<file path="src/rtl/mem_io_sequencer.sv">
// Async SRAM read/write sequencer with one memory-mapped switch/hex I/O address.
// Optional write protection below PROT_LIMIT when MEMIO_WRITE_PROTECT_EN is defined.
module mem_io_sequencer #(
  parameter int unsigned       ADDR_W      = 20,
  parameter int unsigned       WAIT_CYCLES = 1,
  parameter logic [ADDR_W-1:0] IO_ADDR     = ADDR_W'(20'hFFFFF),
  parameter logic [ADDR_W-1:0] PROT_LIMIT  = ADDR_W'(20'h00000)
) (
  input  logic              Clk,
  input  logic              Reset,
  input  logic              Mem_OE,
  input  logic              Mem_WE,
  input  logic [ADDR_W-1:0] ADDR,
  input  logic [15:0]       Data_from_CPU,
  input  logic [15:0]       Data_from_SRAM,
  input  logic [15:0]       Switches,
  output logic [15:0]       Data_to_CPU,
  output logic [15:0]       Data_to_SRAM,
  output logic              DQ_Drive,
  output logic              SRAM_OE_N,
  output logic              SRAM_WE_N,
  output logic [15:0]       HEX_Data,
  output logic              Rd_Valid,
  output logic              Busy,
  output logic              Wr_Fault
);

  localparam int unsigned    CW      = 4;
  localparam logic [CW-1:0]  RD_LAST = CW'(WAIT_CYCLES);
  localparam logic [CW-1:0]  WR_LAST = CW'(WAIT_CYCLES - 1);

  typedef enum logic [2:0] {
    IDLE, RD_WAIT, RD_DONE, WR_SETUP, WR_PULSE, WR_HOLD, WR_DONE
  } state_t;

  state_t        state;
  logic [CW-1:0] count;
  logic [15:0]   rd_buf;
  logic [15:0]   wr_data;
  logic          io_hit;

  assign io_hit = (ADDR == IO_ADDR);

`ifdef MEMIO_WRITE_PROTECT_EN
  logic wr_fault;
  logic prot_hit;
  assign prot_hit = (ADDR < PROT_LIMIT);
  assign Wr_Fault = wr_fault;
`else
  logic unused_prot_limit;
  assign unused_prot_limit = ^PROT_LIMIT;
  assign Wr_Fault = 1'b0;
`endif

  // Sequencer: counter is cleared on every state entry except the read wait, which starts at 1
  always_ff @(posedge Clk or posedge Reset) begin
    if (Reset) begin
      state    <= IDLE;
      count    <= '0;
      rd_buf   <= '0;
      wr_data  <= '0;
      HEX_Data <= '0;
      Rd_Valid <= 1'b0;
`ifdef MEMIO_WRITE_PROTECT_EN
      wr_fault <= 1'b0;
`endif
    end else begin
      Rd_Valid <= 1'b0;
      unique case (state)
        IDLE: begin
          if (!Mem_WE) begin
            count <= '0;
            if (io_hit) begin
              HEX_Data <= Data_from_CPU;
              state    <= WR_DONE;
            end
`ifdef MEMIO_WRITE_PROTECT_EN
            else if (prot_hit) begin
              wr_fault <= 1'b1;
              state    <= WR_DONE;
            end
`endif
            else begin
              wr_data <= Data_from_CPU;
              state   <= WR_SETUP;
            end
          end else if (!Mem_OE && !io_hit) begin
            count <= CW'(1);
            state <= RD_WAIT;
          end
        end
        RD_WAIT: begin
          if (Mem_OE) begin
            count <= '0;
            state <= IDLE;
          end else if (count == RD_LAST) begin
            rd_buf   <= Data_from_SRAM;
            Rd_Valid <= 1'b1;
            count    <= '0;
            state    <= RD_DONE;
          end else begin
            count <= count + CW'(1);
          end
        end
        RD_DONE: begin
          if (Mem_OE) state <= IDLE;
        end
        WR_SETUP: begin
          count <= '0;
          state <= WR_PULSE;
        end
        WR_PULSE: begin
          if (count == WR_LAST) begin
            count <= '0;
            state <= WR_HOLD;
          end else begin
            count <= count + CW'(1);
          end
        end
        WR_HOLD: begin
          count <= '0;
          state <= WR_DONE;
        end
        WR_DONE: begin
          if (Mem_WE) state <= IDLE;
        end
        default: begin
          count <= '0;
          state <= IDLE;
        end
      endcase
    end
  end

  // SRAM strobes decoded from state; OE follows the CPU strobe so data is usable in the first cycle
  assign SRAM_OE_N = !(!Mem_OE && !io_hit && Mem_WE && (state == IDLE || state == RD_WAIT));
  assign SRAM_WE_N = (state != WR_PULSE);
  assign DQ_Drive  = (state == WR_SETUP) || (state == WR_PULSE) || (state == WR_HOLD);
  assign Busy      = (state != IDLE);

  assign Data_to_SRAM = wr_data;
  assign Data_to_CPU  = io_hit ? Switches : (!SRAM_OE_N ? Data_from_SRAM : rd_buf);

endmodule

</file>
<file path="config.mk">
export PLATFORM = sky130hd
export DESIGN_NAME = mem_io_sequencer
export DESIGN_NICKNAME = d
export VERILOG_FILES = /design/src/rtl/mem_io_sequencer.sv
export SDC_FILE = /design/constraint.sdc
export NUM_CORES = 1
export LEC_CHECK = 0
export BUFFER_PORTS_ARGS = -buffer_cell sky130_fd_sc_hd__buf_2
export CAP_MARGIN = 5
export CORE_MARGIN = 1.5
export CORE_UTILIZATION = 47
export DETAILED_ROUTE_END_ITERATION = 10
export HOLD_SLACK_MARGIN = 0.1
export PLACE_DENSITY = 0.87
export SYNTH_ARGS = -nofsm -noshare
export SYNTH_HDL_FRONTEND = slang
export SYNTH_SLANG_ARGS = --single-unit
</file>
<file path="constraint.sdc">
create_clock -name Clk -period 2.39 [get_ports Clk]
set_input_delay 0.1195 -clock Clk [delete_from_list [all_inputs] [get_ports Clk]]
set_output_delay 0.1195 -clock Clk [all_outputs]
set_load 0.02 [all_outputs]
</file>
==> impl_metrics.ini <==
[floorplan]
floorplan.die.height_um = 80.9
rows = 28
core-area_mm2 = 0.00589
initial_core_util_pct = 48.4
die_x_um = 80.9
fp.dieArea_mm2 = 0.00654
io_pins = 126

[setup_path]
crit-reg2reg-launch = state[2]
r2r_cells = 5
worst_path_max_delay_cell = dfrtp_1
cp_capture_type = output pin
worstPathRequired_ns = 2.27
critical_path.cell_chain = nor4_2, buf_4, mux2i_1, a21oi_1, buf_2
cpLargestDelayFamily = flip-flops
crit_path_max_incr_delay_ns = 0.51
critical_path_peak_fanout = 17
timing_worst_setup_path_type = reg -> out
setup.reg_to_reg.worst_slack_ns = 0.37
cp.buffers_inverters = 2
crit_path_start_kind = register
critPathArrivalTime_ns = 1.96
regToRegEndpoint = state[2]

[status]
run_status = finished, final reports clean

[detailed_routing]
avgViaCountPerCell = 5.09
avgRoutedWirePerCell_um = 14.6
total_iterations_of_the_first_detailed_routing_run = 4
routed_wl_mm = 6.79
drc = 0
drt_iter0_drc = 76
antenna_violating_nets_post_route = 0
route.vias.total = 2373

[job]
max_cap_violations = 0

[clock_network]
cts_repair_resize_count = 0
cts_inserted_buffers = 5
clock_insertion_delay_worst_skew_ns = 0.31
cts_max_level = 2
clkSinkCount = 56
clkTransAtPathRegs_ns = 0.09
clockBufferDepth = 2
tritoncts_clock_tree = yes
clockRootBuffer = clkbuf_8

[worst_hold_path]
worstHoldEndpoint = state[1]
hold_path_class = in -> reg
min_from = Mem_WE
whs_path_depth = 4

[synthesis]
syn-instance-count = 236
total_standard_cell_area_after_synthesis_mm2 = 0.00285
avgSynthCellArea_um2 = 12.1
adder_cell_area_share_of_the_yosys_netlist_pct = 1.32
post_synth_num_cell_types = 41
synth.ff_latch_count = 56
synth_top_area_cell = dfrtp_1
largest_family_of_logic_cells_by_synthesized_area = multiplexers
synth_compound_area_share_pct = 7.69
post_synth_simple_gate_area_pct = 10.4
net_count_after_synthesis = 311
ys.warnings.count = 0
yosys-top-cells-area = dfrtp_1 (49%), mux2_2 (15%), mux2i_1 (5.6%), mux2_4 (5.3%), a21oi_1 (3.5%)
synthDominantCellAreaShare_pct = 49.2
synth.yosys.seq_area_share_pct = 49.2
muxShareOfSynthArea_pct = 26.3
synth-xor-area-share_pct = 0.307

[cells_and_area]
synthToLayoutAreaGrowth_pct = 38.3
stdcell_area_mm2 = 0.00394
antenna_cells_inserted = 0
layout.nets = 465
final_standard_cell_utilization_of_the_core_pct = 67.0
final.fill_count = 447
share_of_layout_cells_above_drive_strength_1_pct = 49.4
final_non_filler_cells = 466

[pwr]
power.total_mw = 3.71
power_per_cell_area_mw_per_mm2 = 940
power.leakage_nw = 2.08
peakVddDrop_v = 0.000725

[global_route]
largest_net_degree_at_the_start_of_global_routing = 57
gr-usage-all-layers_pct = 20.9
vias_in_the_first_global_route = 2384
grt_pass1_wl_mm = 10.6
initial_antenna_violation_count = 0
grt_overflow_total = 0

[timing]
final_hold_viol_count = 0
fin_crit_ns = 2.08
max_slew_margin_pct = 52.9
fin_ws_ns = 0.313
rsz_0062_raised_after_global_routing = no
totalNegativeSetupSlack_ns = 0
fmax_ghz = 0.481
final-setup-viol-count = 0
worst-slew-pin-transition_ns = 0.706
finalMaxSlewViolations = 0
clock-skew-final_ns = 0.00923
finalCritPeriodShare_pct = 86.9
worst_hold_slack_ns = 0.195

[placement]
port_buffers = 124
minimum_setup_slack_after_placement_ns = 0.433
detailed_place.area_mm2 = 0.00350
gpl.final_weighted_congestion = 0.815
dpl.cell_count = 425
place_hpwl_mm = 4.45
[synth_stat cells]
| master | count |
|---|---|
| ha_1 | 3 |
| and3_1 | 1 |
| nand2b_4 | 1 |
| buf_6 | 3 |
| nor2_1 | 22 |
| nor3_4 | 1 |
| nand2_4 | 1 |
| o31ai_1 | 1 |
| o21a_1 | 2 |
| nand2_1 | 5 |
| buf_4 | 4 |
| or4b_4 | 1 |
| or3b_1 | 1 |
| mux2_1 | 1 |
| buf_8 | 1 |
| a21oi_1 | 20 |
| mux2_4 | 10 |
| a2bb2oi_1 | 2 |
| nand4_2 | 1 |
| conb_1 | 1 |
| mux2_2 | 38 |
| o32a_1 | 1 |
| nor3_2 | 1 |
| nand3_1 | 1 |
| o22ai_1 | 4 |
| xnor2_1 | 1 |
| and2_1 | 1 |
| nand4_1 | 5 |
| clkbuf_1 | 4 |
| nor2b_1 | 3 |
| a21o_1 | 2 |
| o221a_2 | 1 |
| buf_2 | 2 |
| o21ai_0 | 2 |
| mux2i_1 | 16 |
| nor3_1 | 3 |
| o21bai_1 | 1 |
| dfrtp_1 | 56 |
| nor4_1 | 1 |
| nand2b_1 | 3 |
| inv_1 | 8 |
[how the worst max path moves through the flow]
stage / endpoint / startpoint / cells past startpoint
after floorplan: Data_to_CPU[10] / state[2] / 6
after global placement: HEX_Data[5] / state[2] / 3
after detailed placement: HEX_Data[15] / state[2] / 3
after CTS: Data_to_CPU[13] / state[2] / 5
after global routing: Data_to_CPU[13] / state[2] / 5
final: Data_to_CPU[4] / state[2] / 5
[worst min-delay path: stages]
cell	delay, ns
buf_2	0.15
nand2_1	0.07
nand2_1	0.06
o21ai_0	0.07
[cell usage in the layout (no fill, tap or decap), types with 2 or more instances in the layout]
cell	Yosys	routed
o22ai_1	4	4
mux2i_1	16	16
o21ai_0	2	2
dfrtp_1	56	56
dlygate4sd3_1	0	33
nand4_1	5	5
nand2b_1	3	3
a21oi_1	20	20
clkbuf_8	0	5
ha_1	3	3
buf_2	2	124
nand2_1	5	5
o21a_1	2	2
a2bb2oi_1	2	2
buf_4	4	4
nor3_1	3	3
mux2_4	10	10
nor2_1	22	22
nor2b_1	3	3
a21o_1	2	2
inv_1	8	7
mux2_2	38	38
[flip-flops by register name, indices dropped and copies added (netlist names)]
name	cells
Rd_Valid	1
rd_buf	16
HEX_Data	16
Data_to_SRAM	16
state	3
count	4
[metal layers]
| metal | global-route usage [%] | up-vias | share of wire, % |
|---|---|---|---|
| met4 | 6.21 | 0 | 1.2 |
| met1 | 23.5 | 1148 | 41 |
| met3 | 5.51 | 8 | 5.9 |
| li1 | - | 1140 | - |
| met5 | 0 | - | 0 |
| met2 | 38.5 | 77 | 52 |
[kinds of logic after synthesis]
family          after synthesis
fa+ha+maj                     3
flops                        56
compound gates               36
buf+inv                      22
xor+xnor                      1
simple gates                 52
mux                          65
other cells                   1
[power by group]
group,switching (mW),internal [mW],leakage [nW],total (mW)
sequential,0.209,1.22,0.729,1.42
clock,0.310,0.318,0.0600,0.628
combinational,0.867,0.787,1.29,1.65
[final cells by class]
| type | instances | area [um2] | area share, % |
|---|---|---|---|
| clock buffer | 5 | 68.8 | 1.75 |
| clock inverter | 3 | 46.3 | 1.17 |
| inverter | 8 | 30.0 | 0.762 |
| multi-input combinational | 158 | 1320 | 33.5 |
| sequential | 56 | 1400 | 35.6 |
| tap | 75 | 93.8 | 2.38 |
| timing repair buffer | 161 | 981 | 24.9 |
[timing repair]
item | 4_1_cts | 5_1_grt
endpoints found under the hold margin | 104 | 0
setup buffers | 0 | 0
endpoints found under the setup margin | 0 | 0
hold buffers | 33 | 0
(Power assumes the default switching activity.)
